**config.mk**
```make
export PLATFORM = sky130hd
export DESIGN_NAME = image_capture_rgb565
export DESIGN_NICKNAME = d
export VERILOG_FILES = /design/src/rtl/image_capture_rgb565.sv
export SDC_FILE = /design/constraint.sdc
export NUM_CORES = 1
export LEC_CHECK = 0
export CORE_MARGIN = 2
export CORE_UTILIZATION = 54
export DETAILED_ROUTE_END_ITERATION = 16
export PLACE_DENSITY = 0.8
export SLEW_MARGIN = 25
export SYNTH_ARGS = -nofsm -noshare
export SYNTH_HDL_FRONTEND = slang
export SYNTH_SLANG_ARGS = --single-unit
```
**constraint.sdc**
```tcl
create_clock -name clk -period 2.5 [get_ports clk]
set_clock_uncertainty 0.15 [all_clocks]
set_input_delay 0.5 -clock clk [delete_from_list [all_inputs] [get_ports clk]]
set_output_delay 0.5 -clock clk [all_outputs]
set_load 0.005 [all_outputs]
```
**src/rtl/image_capture_rgb565.sv**
```systemverilog
// ---------------------------------------------------------------------------
// image_capture_rgb565
//   Captures an 8-bit RGB565 camera byte stream into expanded 8/8/8 pixels
//   for the filter pipeline.  Frames are delimited by cam_vsync, lines by
//   cam_href; bytes arrive on single-cycle cam_byte_en strobes.  Optional 2:1
//   decimation in both axes keeps even source columns of even source lines.
//
// Parameters
//   IMG_WIDTH   output frame width in pixels
//   IMG_HEIGHT  output frame height in lines
//   DECIMATE    1 = keep even columns of even lines, 0 = keep every pixel
//
// Ports
//   clk, reset        system clock, synchronous active-high reset
//   cam_vsync         high during frame blanking (already in clk domain)
//   cam_href          line-active qualifier
//   cam_data          camera byte, meaningful only with cam_byte_en
//   cam_byte_en       one-cycle byte strobe
//   red_out, green_out, blue_out   expanded pixel colour (held between pixels)
//   valid_out         pixel qualifier, one cycle after the low byte
//   frame_start       with valid_out on the first pixel of a frame at (0,0)
//   x_out, y_out      output column / line of the current pixel
//   frame_done        one-cycle pulse when vsync rises on a captured frame
//   frame_error       qualifies frame_done: bad line count or bad line
// ---------------------------------------------------------------------------
module image_capture_rgb565 #(
  parameter int IMG_WIDTH  = 320,
  parameter int IMG_HEIGHT = 240,
  parameter bit DECIMATE   = 1'b1
) (
  input  logic       clk,
  input  logic       reset,
  input  logic       cam_vsync,
  input  logic       cam_href,
  input  logic [7:0] cam_data,
  input  logic       cam_byte_en,
  output logic [7:0] red_out,
  output logic [7:0] green_out,
  output logic [7:0] blue_out,
  output logic       valid_out,
  output logic       frame_start,
  output logic [8:0] x_out,
  output logic [7:0] y_out,
  output logic       frame_done,
  output logic       frame_error
);

  // Counters are wider than the output coordinates so oversize source
  // frames saturate into the "dropped" range instead of wrapping back in.
  localparam int CW = 12;
  localparam logic [CW-1:0] WIDTH_C  = CW'(IMG_WIDTH);
  localparam logic [CW-1:0] HEIGHT_C = CW'(IMG_HEIGHT);

  typedef enum logic [1:0] {
    WAIT_SYNC = 2'd0,
    ARMED     = 2'd1,
    LINE      = 2'd2
  } state_t;

  state_t          state, state_next;
  logic            vsync_prev, href_prev;
  logic            phase;          // 0: expecting high byte, 1: low byte
  logic [7:0]      hi_byte;
  logic [CW-1:0]   src_col, src_line;
  logic [CW-1:0]   line_px_cnt;    // pixels emitted on the current line
  logic [CW-1:0]   out_lines;      // kept source lines seen this frame
  logic            err_flag;
  logic            first_pending;  // no pixel emitted yet in this frame

  logic            vsync_fall, vsync_rise, href_fall;
  logic            byte_ok, pixel_done, pixel_kept, pixel_emit;
  logic            line_end, line_kept, line_bad;
  logic [CW-1:0]   x_calc, y_calc;
  logic [15:0]     rgb;

  assign vsync_fall = vsync_prev & ~cam_vsync;
  assign vsync_rise = ~vsync_prev & cam_vsync;
  assign href_fall  = href_prev & ~cam_href;

  // A byte counts only inside an armed frame, on an active line, and never
  // in the same cycle vsync asserts (vsync wins over everything).
  assign byte_ok    = cam_byte_en & cam_href & ~cam_vsync & (state != WAIT_SYNC);
  assign pixel_done = byte_ok & phase;
  assign rgb        = {hi_byte, cam_data};

  assign x_calc     = DECIMATE ? {1'b0, src_col[CW-1:1]}  : src_col;
  assign y_calc     = DECIMATE ? {1'b0, src_line[CW-1:1]} : src_line;
  assign line_kept  = DECIMATE ? ~src_line[0] : 1'b1;
  assign pixel_kept = line_kept & (DECIMATE ? ~src_col[0] : 1'b1);
  assign pixel_emit = pixel_done & pixel_kept & (x_calc < WIDTH_C) & (y_calc < HEIGHT_C);

  // A line ends on href fall; it is bad if a high byte is left dangling or,
  // for an in-range output line, the emitted pixel count is not the width.
  assign line_end   = (state == LINE) & href_fall & ~cam_vsync;
  assign line_bad   = phase | (line_kept & (y_calc < HEIGHT_C) & (line_px_cnt != WIDTH_C));

  // ---- FSM: state register ----
  always_ff @(posedge clk) begin
    if (reset) state <= WAIT_SYNC;
    else       state <= state_next;
  end

  // ---- FSM: next state ----
  // NOTE: every always_comb output gets a default before any branch; a path
  // that leaves it unassigned would infer a latch.
  always_comb begin
    state_next = state;
    if (cam_vsync) begin
      state_next = WAIT_SYNC;
    end else begin
      case (state)
        WAIT_SYNC: if (vsync_fall)               state_next = ARMED;
        ARMED:     if (cam_byte_en && cam_href)  state_next = LINE;
        LINE:      if (href_fall)                state_next = ARMED;
        default:                                 state_next = WAIT_SYNC;
      endcase
    end
  end

  // ---- Datapath, counters and registered outputs ----
  // NOTE: clocked state uses non-blocking assignments only, so every
  // right-hand side here reads the pre-edge value regardless of order.
  always_ff @(posedge clk) begin
    if (reset) begin
      vsync_prev    <= 1'b0;
      href_prev     <= 1'b0;
      phase         <= 1'b0;
      hi_byte       <= '0;
      src_col       <= '0;
      src_line      <= '0;
      line_px_cnt   <= '0;
      out_lines     <= '0;
      err_flag      <= 1'b0;
      first_pending <= 1'b0;
      red_out       <= '0;
      green_out     <= '0;
      blue_out      <= '0;
      valid_out     <= 1'b0;
      frame_start   <= 1'b0;
      x_out         <= '0;
      y_out         <= '0;
      frame_done    <= 1'b0;
      frame_error   <= 1'b0;
    end else begin
      vsync_prev  <= cam_vsync;
      href_prev   <= cam_href;
      valid_out   <= pixel_emit;
      frame_start <= pixel_emit & first_pending & (x_calc == '0) & (y_calc == '0);
      frame_done  <= 1'b0;
      frame_error <= 1'b0;

      if (pixel_emit) begin
        red_out   <= {rgb[15:11], rgb[15:13]};
        green_out <= {rgb[10:5],  rgb[10:9]};
        blue_out  <= {rgb[4:0],   rgb[4:2]};
        x_out     <= x_calc[8:0];
        y_out     <= y_calc[7:0];
      end

      if (cam_vsync) begin
        // Blanking: any half pixel is dropped. A line still open at the
        // rising edge was aborted, which makes the frame erroneous.
        phase    <= 1'b0;
        err_flag <= 1'b0;
        if (vsync_rise && state != WAIT_SYNC) begin
          frame_done  <= 1'b1;
          frame_error <= err_flag | (state == LINE) | (out_lines != HEIGHT_C);
        end
      end else if (vsync_fall) begin
        src_col       <= '0;
        src_line      <= '0;
        line_px_cnt   <= '0;
        out_lines     <= '0;
        phase         <= 1'b0;
        err_flag      <= 1'b0;
        first_pending <= 1'b1;
      end else begin
        if (byte_ok) begin
          if (!phase) begin
            hi_byte <= cam_data;
            phase   <= 1'b1;
          end else begin
            phase   <= 1'b0;
            src_col <= src_col + 1'b1;
          end
        end
        if (pixel_emit) begin
          line_px_cnt   <= line_px_cnt + 1'b1;
          first_pending <= 1'b0;
        end
        if (line_end) begin
          phase       <= 1'b0;
          src_col     <= '0;
          src_line    <= src_line + 1'b1;
          line_px_cnt <= '0;
          if (line_bad)  err_flag  <= 1'b1;
          if (line_kept) out_lines <= out_lines + 1'b1;
        end
      end
    end
  end

endmodule

```
==> metrics.csv <==
stage,metric,value,unit
run_status,outcome,"finished, final reports clean",
worst_setup_path,start_kind,input port,
timing,finalMaxSlewViolations,0,
yosys,netlist_instances,505,
layout,final_cells,670,
power,pwr-share-seq,57.5,%
placement,place_inst,656,
floorplanning,die-area,0.00863,mm2
floorplanning,core,0.00769,mm2
yosys,synth.area.top_cells,"dfxtp_1 47%, nand2_1 8.0%, a21oi_1 6.3%",
clock_network,hold_buffers,0,
global_routing,grt_antenna_before_repair,0,
power,p_sw,568,uW
yosys,synth_seq_cells,100,
worst_setup_path,reg2reg_slack,0.39,ns
hold_path,min_path_type,flip-flop to flip-flop,
drt,vias,3687,
placement,placed_area,0.00502,mm2
timing,slew_headroom,66.8,%
worst_setup_path,r2r_start,src_line[9],
power,vdd.ir_drop.worst,0.000334,V
drt,wl,9.33,mm
power,leakagePower,1.88,nW
timing,holdWs,0.300,ns
clock_network,clk_pin_slew_worst_paths,0.08,ns
yosys,postSynthAreaPerCell,8.45,um2
yosys,syn_nets,524,
floorplanning,rows,32,
clock_network,post_cts_buffers,0,
global_routing,grt_pass1_wl,15.9,mm
worst_setup_path,rr_endpoint,line_px_cnt[10],
yosys,yosysWarnings,0,
worst_setup_path,critical_path_class,input port to flip-flop,
placement,io_buffers,57,
floorplanning,die_w,92.9,um
yosys,yosysUniqueCellTypes,46,
placement,hpwl,6.62,mm
yosys,synth_edf_count,0,
layout,diodes,0,
hold_path,min_path_cells,2,
drt,drtIter0Drc,122,
timing,worst_pin_slew,0.497,ns
global_routing,grt_pass1_vias,3457,
clock_network,tritoncts,built,
power,p_total,2.79,mW
floorplanning,num_io_pins,58,
layout,fill_cells,648,
layout,fin_nets,584,
power,p_int,2.22,mW
clock_network,ctsResizeCount,0,
clock_network,clock_latency,0.36,ns
timing,clock.fmax,426,MHz
floorplanning,die_h,92.9,um
yosys,synth_seq_area_share,46.9,%
power,pwr-share-clk,39.0,%
hold_path,hold_end,y_out[6],
drt,ant_nets,0,
clock_network,htreeDepth,3,
timing,setup_viol,0,
hold_path,hp-start,y_out[6],
layout,final_area,0.00523,mm2
timing,period_needed,2.35,ns
worst_setup_path,crit_fanout,8,
power,powerDensity,534,mW/mm2
global_routing,grt_overflow,0,
clock_network,cts_buffers,9,
yosys,synth_area,0.00427,mm2
global_routing,grt_max_degree,32,
layout,drive_gt1_share,7.75,%
drt,drc,0,
clock_network,clockBufferDepth,2,
yosys,synth_top_area_share,46.9,%
layout,synthToLayoutAreaGrowth,22.5,%
clock_network,cts_root_buf,clkbuf_8,
worst_setup_path,r2r_cells,5,
timing,hold_viol,0,
power,p_sw_share,20.4,%
drt,routedWlPerCell,13.9,um
drt,vias_per_cell,5.50,
clock_network,clock-sinks,100,
layout,utilization,68.0,%
timing,rsz0062_at_grt,no,
worst_setup_path,worstPathArrival,2.45,ns
worst_setup_path,end_kind,flip-flop,
yosys,ys_async_sr_fraction,0,%
yosys,synth_top_area_cell,dfxtp_1,
placement,gp_congestion,0.837,
worst_setup_path,critPathRequiredTime,2.60,ns
global_routing,track_usage,22.8,%
power,pwr-share-comb,3.4,%
drt,firstDrtPassIters,4,
floorplanning,start_util,55.5,%
timing,final.period_utilization,93.9,%
job,cap_violations,0,
yosys,synth-main-ff-cell,dfxtp_1,
## worst max-delay path: stages
cell and delay, ns:
clkdlybuf4s50_1 0.45, buf_4 0.17, or3b_2 0.48, o21a_1 0.28, nor3_1 0.30, nor3b_1 0.11
a21o_1 0.16
## stage by stage
stage	worst slack [ns]	TNS, ns
finish	0.154	0
global route	0.116	0
CTS	0.188	0
detailed placement	-0.153	-1.56
global placement	-0.0671	-0.279
floorplan	0.311	0
## power groups by stage
stage          clock network, mW  logic, mW  registers [mW]
6_report                    1.09     0.0962            1.60
5_1_grt                     1.18      0.105            1.61
4_1_cts                     1.12     0.0965            1.60
3_5_place_dp                   0     0.0962            1.64
3_3_place_gp                   0     0.0942            1.64
2_1_floorplan                  0     0.0498            1.64
## logic make-up (layout without fill, tap and decap cells)
| family | after synthesis | in the layout | share of synthesized area, % |
|---|---|---|---|
| mux | 10 | 10 | 2.35 |
| simple gates | 232 | 232 | 26.5 |
| flops | 100 | 100 | 46.9 |
| buf+inv | 39 | 102 | 4.19 |
| compound gates | 89 | 89 | 12.4 |
| xor+xnor | 29 | 29 | 5.95 |
| fa+ha+maj | 6 | 6 | 1.76 |
## flip-flops by register name, indices dropped and copies added (netlist names), 5 cells and up
register and count:
blue_out 5, green_out 6, hi_byte 8, line_px_cnt 12, out_lines 12, red_out 5, src_col 12, src_line 12
x_out 9, y_out 8
## per-layer routing
layer	wire, um	share of wire (%)	global-route usage, %	up-vias
li1	-	-	-	1856
met2	4560	49	38.9	80
met3	405	4.3	6.02	15
met5	0	0	0	-
met4	198	2.1	8.21	0
met1	4170	45	27.6	1736
## cells in the mapped netlist, drive strengths merged (4+ instances only)
library cell / number
a211oi: 5
a21oi: 54
and2: 4
and3: 5
and4: 5
buf: 10
clkbuf: 23
dfxtp: 100
ha: 6
inv: 6
mux2i: 10
nand2: 91
nand2b: 4
nand3: 7
nand4: 15
nor2: 50
nor3: 16
nor3b: 5
nor4: 8
o21ai: 10
o31ai: 4
or3: 6
or4: 4
xnor2: 21
xor2: 8
## final cells by class
class,instances,area (um2),area share (%)
multi-input combinational,366,2090,40.0
sequential,100,2000,38.3
timing repair buffer,82,778,14.9
clock buffer,12,145,2.78
tap,102,128,2.44
clock inverter,2,60.1,1.15
inverter,6,22.5,0.431
## worst max path at each step
stage          startpoint        endpoint  slack (ns)
4_1_cts          cam_href   out_lines[11]        0.19
6_report         cam_href   out_lines[11]        0.15
2_1_floorplan   cam_vsync  line_px_cnt[8]        0.31
5_1_grt          cam_href   out_lines[11]        0.12
3_3_place_gp     cam_href   out_lines[11]       -0.07
3_5_place_dp     cam_href    out_lines[4]       -0.15
## placed cells by master (no fill, tap or decap), drive strengths merged, types with 3 or more instances in the layout
master	n
nor4	8
nor2b	3
o211a	3
nor2	50
nand3	7
a311oi	3
nor3	16
mux2i	10
o31ai	4
and4	5
or3	6
nand2b	4
xor2	8
a211oi	5
nor3b	5
inv	6
buf	26
xnor2	21
clkdlybuf4s50	56
nand4	15
clkbuf	12
nand2	91
a21oi	54
or4	4
o21ai	10
dfxtp	100
and3	5
and2	4
ha	6
Power figures use the tool's default switching activity.
==> RTL edit 1 (same flow settings) <==
Reset style: asynchronous (`reset`), changed in 2 clocked blocks. Comments in the files are not updated.
--- a/src/rtl/image_capture_rgb565.sv
+++ b/src/rtl/image_capture_rgb565.sv
@@ -95,7 +95,7 @@
   assign line_bad   = phase | (line_kept & (y_calc < HEIGHT_C) & (line_px_cnt != WIDTH_C));
 
   // ---- FSM: state register ----
-  always_ff @(posedge clk) begin
+  always_ff @(posedge clk or posedge reset) begin
     if (reset) state <= WAIT_SYNC;
     else       state <= state_next;
   end
@@ -120,7 +120,7 @@
   // ---- Datapath, counters and registered outputs ----
   // NOTE: clocked state uses non-blocking assignments only, so every
   // right-hand side here reads the pre-edge value regardless of order.
-  always_ff @(posedge clk) begin
+  always_ff @(posedge clk or posedge reset) begin
     if (reset) begin
       vsync_prev    <= 1'b0;
       href_prev     <= 1'b0;
Formal check against the unedited RTL: differs if reset is asserted again (counterexample within 4 cycles, from zero or initial values and one cycle with reset high); with reset held inactive, the same outputs for 10 cycles.
==> RTL edit 1 against the original RTL <==
  * Combinational power up 88%
  * Design area grew 7.9%
  * Synthesized area rose by 9.1%
  * Maximum frequency grew 0.45%
  * Wire length rose by 8.0%
  * Setup slack better by 0.011 ns
  * Sequential cell count stayed put
  * Power grew 6.0%
==> RTL edit 1: results (changes against the original RTL) <==
* Drt via density at 5.56 (was 5.50)
* Grt met3 use at 0.0484 (was 0.0602)
* R2R cell count at 6 (was 5)
* Status: finished, final reports clean (unchanged)
* Final Wtd Congestion at 0.905 (was 0.837)
* Synth Net Count at 500 (was 524)
* Post-synthesis sequential area ratio at 0.538 (was 0.469)
* Metal3 WL at 549 um (was 405 um)
* First-pass GRT wire length at 17,600 um (was 15,900 um)
* Crit-path slowest cell: clkdlybuf4s50_1 (was or3b_2)
* Switching pwr at 702 uW (was 568 uW)
* Routed Wire Length at 10,100 um (was 9330 um)
* Endpoint, Worst Hold: y_out[1] (was y_out[6])
* Top post-synthesis cells by area: dfrtp_1 54%, nand2_1 9.4%, xnor2_1 4.0%, nor2_1 3.6%, mux2_2 2.4% (was dfxtp_1 47%, nand2_1 8.0%, a21oi_1 6.3%, nor2_1 4.4%, xnor2_1 4.3%)
* Hold Crit Start: y_out[1] (was y_out[6])
* Total sequential power at 1690 uW (was 1600 uW)
* First-pass DRT Iterations at 5 (was 4)
* Share of cells above drive strength 1 at 0.118 (was 0.0775)
* Comb. pwr at 181 uW (was 96.2 uW)
* GR Util met1 at 0.323 (was 0.276)
* Number of global-route vias before repair at 3,647 (was 3,457)
* Worst VDD drop at 0.272 mV (was 0.334 mV)
* R2r endpoint: line_px_cnt[7] (was line_px_cnt[10])
* Worst-Skew Late Latency at 0.38 ns (was 0.36 ns)
* Reg2reg start: src_line[9] (unchanged)
* Routed length on met2 at 4880 um (was 4560 um)
* Power per Cell Area at 524 nW/um^2 (was 534 nW/um^2)
* Largest stage delay, worst path at 0.46 ns (was 0.48 ns)
* Worst-path fanout max at 21 (was 8)
* Synth cell count leaders: 117 x nand2_1, 100 x dfrtp_1, 45 x nor2_1, 21 x xnor2_1, 16 x nand3_1 (was 100 x dfxtp_1, 91 x nand2_1, 54 x a21oi_1, 50 x nor2_1, 22 x clkbuf_1)
* Hold Worst Slack at 0.324 ns (was 0.300 ns)
* Detailed Place HPWL at 7000 um (was 6620 um)
==> RTL edit 1: cell types whose count changed after synthesis, sizes merged, moves of 9 or more <==
cell | before | now
dfxtp | 100 | 0
a21oi | 54 | 14
nand3 | 7 | 16
mux2i | 10 | 0
dfrtp | 0 | 100
nand2 | 91 | 117
mux2 | 0 | 10
clkbuf | 23 | 12
==> RTL edit 1: final cells by class <==
| cell class | count | area (sq um) | share of cell area |
|---|---|---|---|
| Multi-Input combinational cell | 340 | 1960 | 0.347 |
| Tap cell | 105 | 131 | 0.0233 |
| Inverter | 14 | 56.3 | 0.00999 |
| Clock buffer | 10 | 138 | 0.0244 |
| Clock inverter | 6 | 70.1 | 0.0124 |
| Timing Repair Buffer | 82 | 783 | 0.139 |
| Sequential cell | 100 | 2500 | 0.444 |
==> RTL edit 1: cell families after synthesis <==
group           share of synthesized area
buf+inv                            0.0425
mux                                0.0242
xor+xnor                           0.0602
compound gates                     0.0573
simple gates                        0.262
fa+ha+maj                          0.0161
flops                               0.538
==> RTL edit 2 (config.mk and constraints unchanged) <==
Without the edit above. The localparam `CW` goes from 12 to 18.
--- a/src/rtl/image_capture_rgb565.sv
+++ b/src/rtl/image_capture_rgb565.sv
@@ -47,7 +47,7 @@
 
   // Counters are wider than the output coordinates so oversize source
   // frames saturate into the "dropped" range instead of wrapping back in.
-  localparam int CW = 12;
+  localparam int CW = 18;
   localparam logic [CW-1:0] WIDTH_C  = CW'(IMG_WIDTH);
   localparam logic [CW-1:0] HEIGHT_C = CW'(IMG_HEIGHT);
 
Formal check against the unedited RTL: same outputs for any inputs over 10 cycles, from zero or initial values and one cycle with reset high; that may be too few to reach the edited logic, so the function may still have changed.
==> RTL edit 2 against the original RTL <==
  * Design area is 33% higher
  * Power up 68%
  * Setup slack got worse by 0.0018 ns
  * Global-route usage grew 2.9 points
  * Wire length up 50%
  * Sequential cell count increased by 24
  * Synthesized area grew 29%
  * Clock power up 140%
  * Sequential share of layout area down 2.6 points
  * Sequential power is 24% higher
  * Largest cell class unchanged
==> RTL edit 2: results (changes against the original RTL) <==
* Post-place instance area at 6340 sq um (was 5020 sq um)
* TritonCTS buffer count at 17 (was 9)
* First-pass DRT Iterations at 5 (was 4)
* Worst-path clk slew at 0.06 ns (was 0.08 ns)
* Worst-path fanout max at 10 (was 8)
* Synth async-reset ratio at 0 (unchanged)
* Status: finished, final reports clean (unchanged)
* H-Tree Level Count at 4 (was 3)
* Fin nets at 751 (was 584)
* DRT iter0 DRCs at 250 (was 122)
* Synth Net Count at 678 (was 524)
* Worst VDD drop at 0.459 mV (was 0.334 mV)
* GRT Total Usage at 0.257 (was 0.228)
* First-pass GRT wire length at 22,900 um (was 15,900 um)
* Worst slew pin tran at 0.443 ns (was 0.497 ns)
* Share of cells above drive strength 1 at 0.121 (was 0.0775)
* Crit path DAT at 2.66 ns (was 2.45 ns)
* Adder-Cell Fraction of Synth Area at 0.0137 (was 0.0176)
* Synth cell count leaders: 124 x dfxtp_1, 95 x nand2_1, 69 x nor2_1, 63 x a21oi_1, 32 x xnor2_1 (was 100 x dfxtp_1, 91 x nand2_1, 54 x a21oi_1, 50 x nor2_1, 22 x clkbuf_1)
* Detailed Place HPWL at 9270 um (was 6620 um)
* Leakage at 0.00240 uW (was 0.00188 uW)
* Drt via density at 5.71 (was 5.50)
* Worst-Skew Late Latency at 0.53 ns (was 0.36 ns)
* Cell family with most CP delay: simple AND/OR/NAND/NOR gates (unchanged)
* Number of global-route vias before repair at 4,868 (was 3,457)
* Largest stage delay, worst path at 0.57 ns (was 0.48 ns)
* Final Wtd Congestion at 0.844 (was 0.837)
* Synth Area in XOR/XNOR at 0.0751 (was 0.0595)
* Top post-synthesis cells by area: dfxtp_1 45%, nand2_1 6.5%, a21oi_1 5.7%, xnor2_1 5.1%, nor2_1 4.7% (was dfxtp_1 47%, nand2_1 8.0%, a21oi_1 6.3%, nor2_1 4.4%, xnor2_1 4.3%)
* Number of synthesized flops with an enable pin at 0 (unchanged)
* Number of library cell types mapped by synthesis at 50 (was 46)
* Crit-path slowest cell: or4_1 (was or3b_2)
* Min-delay worst type: primary input to register (was register to register)
* Fraction of the mapped netlist area in compound gates at 0.104 (was 0.123)
* FILL cells at 743 (was 648)
* Routed Wire Length at 14,000 um (was 9330 um)
* Mux share of post-synthesis cell area at 0.0167 (was 0.0235)
* Pin count of the biggest net entering global routing at 44 (was 32)
* Post-synthesis sequential area ratio at 0.453 (was 0.469)
## RTL edit 2: cell types whose count changed after synthesis, moves of 9 or more
| cell | delta |
|---|---|
| dfxtp_1 | +24 |
| nand3_1 | +12 |
| nor2_1 | +19 |
| a21oi_1 | +9 |
| nand4_1 | +12 |
| nor4_1 | +19 |
| xnor2_1 | +11 |
| inv_1 | +16 |
## RTL edit 2: path summary, 6_finish.rpt
| path | to | startpoint | slack, ns | cells after the start |
|---|---|---|---|---|
| setup / recovery | line_px_cnt[16] | src_col[10] | 0.15 | 6 |
| hold / removal | href_prev | reset | 0.16 | 2 |
| setup reg to reg | line_px_cnt[16] | src_col[10] | 0.15 | 6 |
| hold reg to reg | y_out[4] | y_out[4] | 0.30 | 2 |
## RTL edit 2: logic make-up after synthesis
group / Yosys count
and+or+nand+nor: 309
DFF: 124
buffers and inverters: 66
adders and majority gates: 6
muxes: 9
AOI/OAI and AO/OA: 98
xor gates and xnor gates: 47
## RTL edit 2: metal layers
metal | track usage | share of wire | vias up
li1 | - | - | 2426
met1 | 0.317 | 0.44 | 2431
met2 | 0.437 | 0.50 | 142
met3 | 0.0605 | 0.045 | 18
met4 | 0.0933 | 0.012 | 0
met5 | 0 | 0 | -
## RTL edit 2: layout make-up
cell class | instances | area [sq um] | share of cell area
clock buffers | 19 | 422 | 0.0606
clock inverters | 13 | 198 | 0.0284
inverters | 22 | 82.6 | 0.0119
multi-input cells | 469 | 2710 | 0.389
flip-flops and latches | 124 | 2480 | 0.357
well taps | 133 | 166 | 0.0239
repair buffers | 98 | 898 | 0.129
## RTL edit 2: report_power, final
group	total (uW)	internal (uW)	switching (uW)
Combinational	105	41.8	63.7
Sequential	1980	1980	3.55
Clock	2590	1710	878
## RTL edit 2: stage by stage
stage | util | std cells | worst slack [ns] | TNS (ns)
final | 0.709 | 878 | 0.152 | 0
after global routing | 0.709 | 878 | 0.0359 | 0
after CTS | 0.709 | 878 | 0.159 | 0
after detailed placement | 0.646 | 846 | -0.292 | -16.89
after global placement | 0.646 | 846 | -0.245 | -13.25
after floorplan | - | 659 | 0.194 | 0
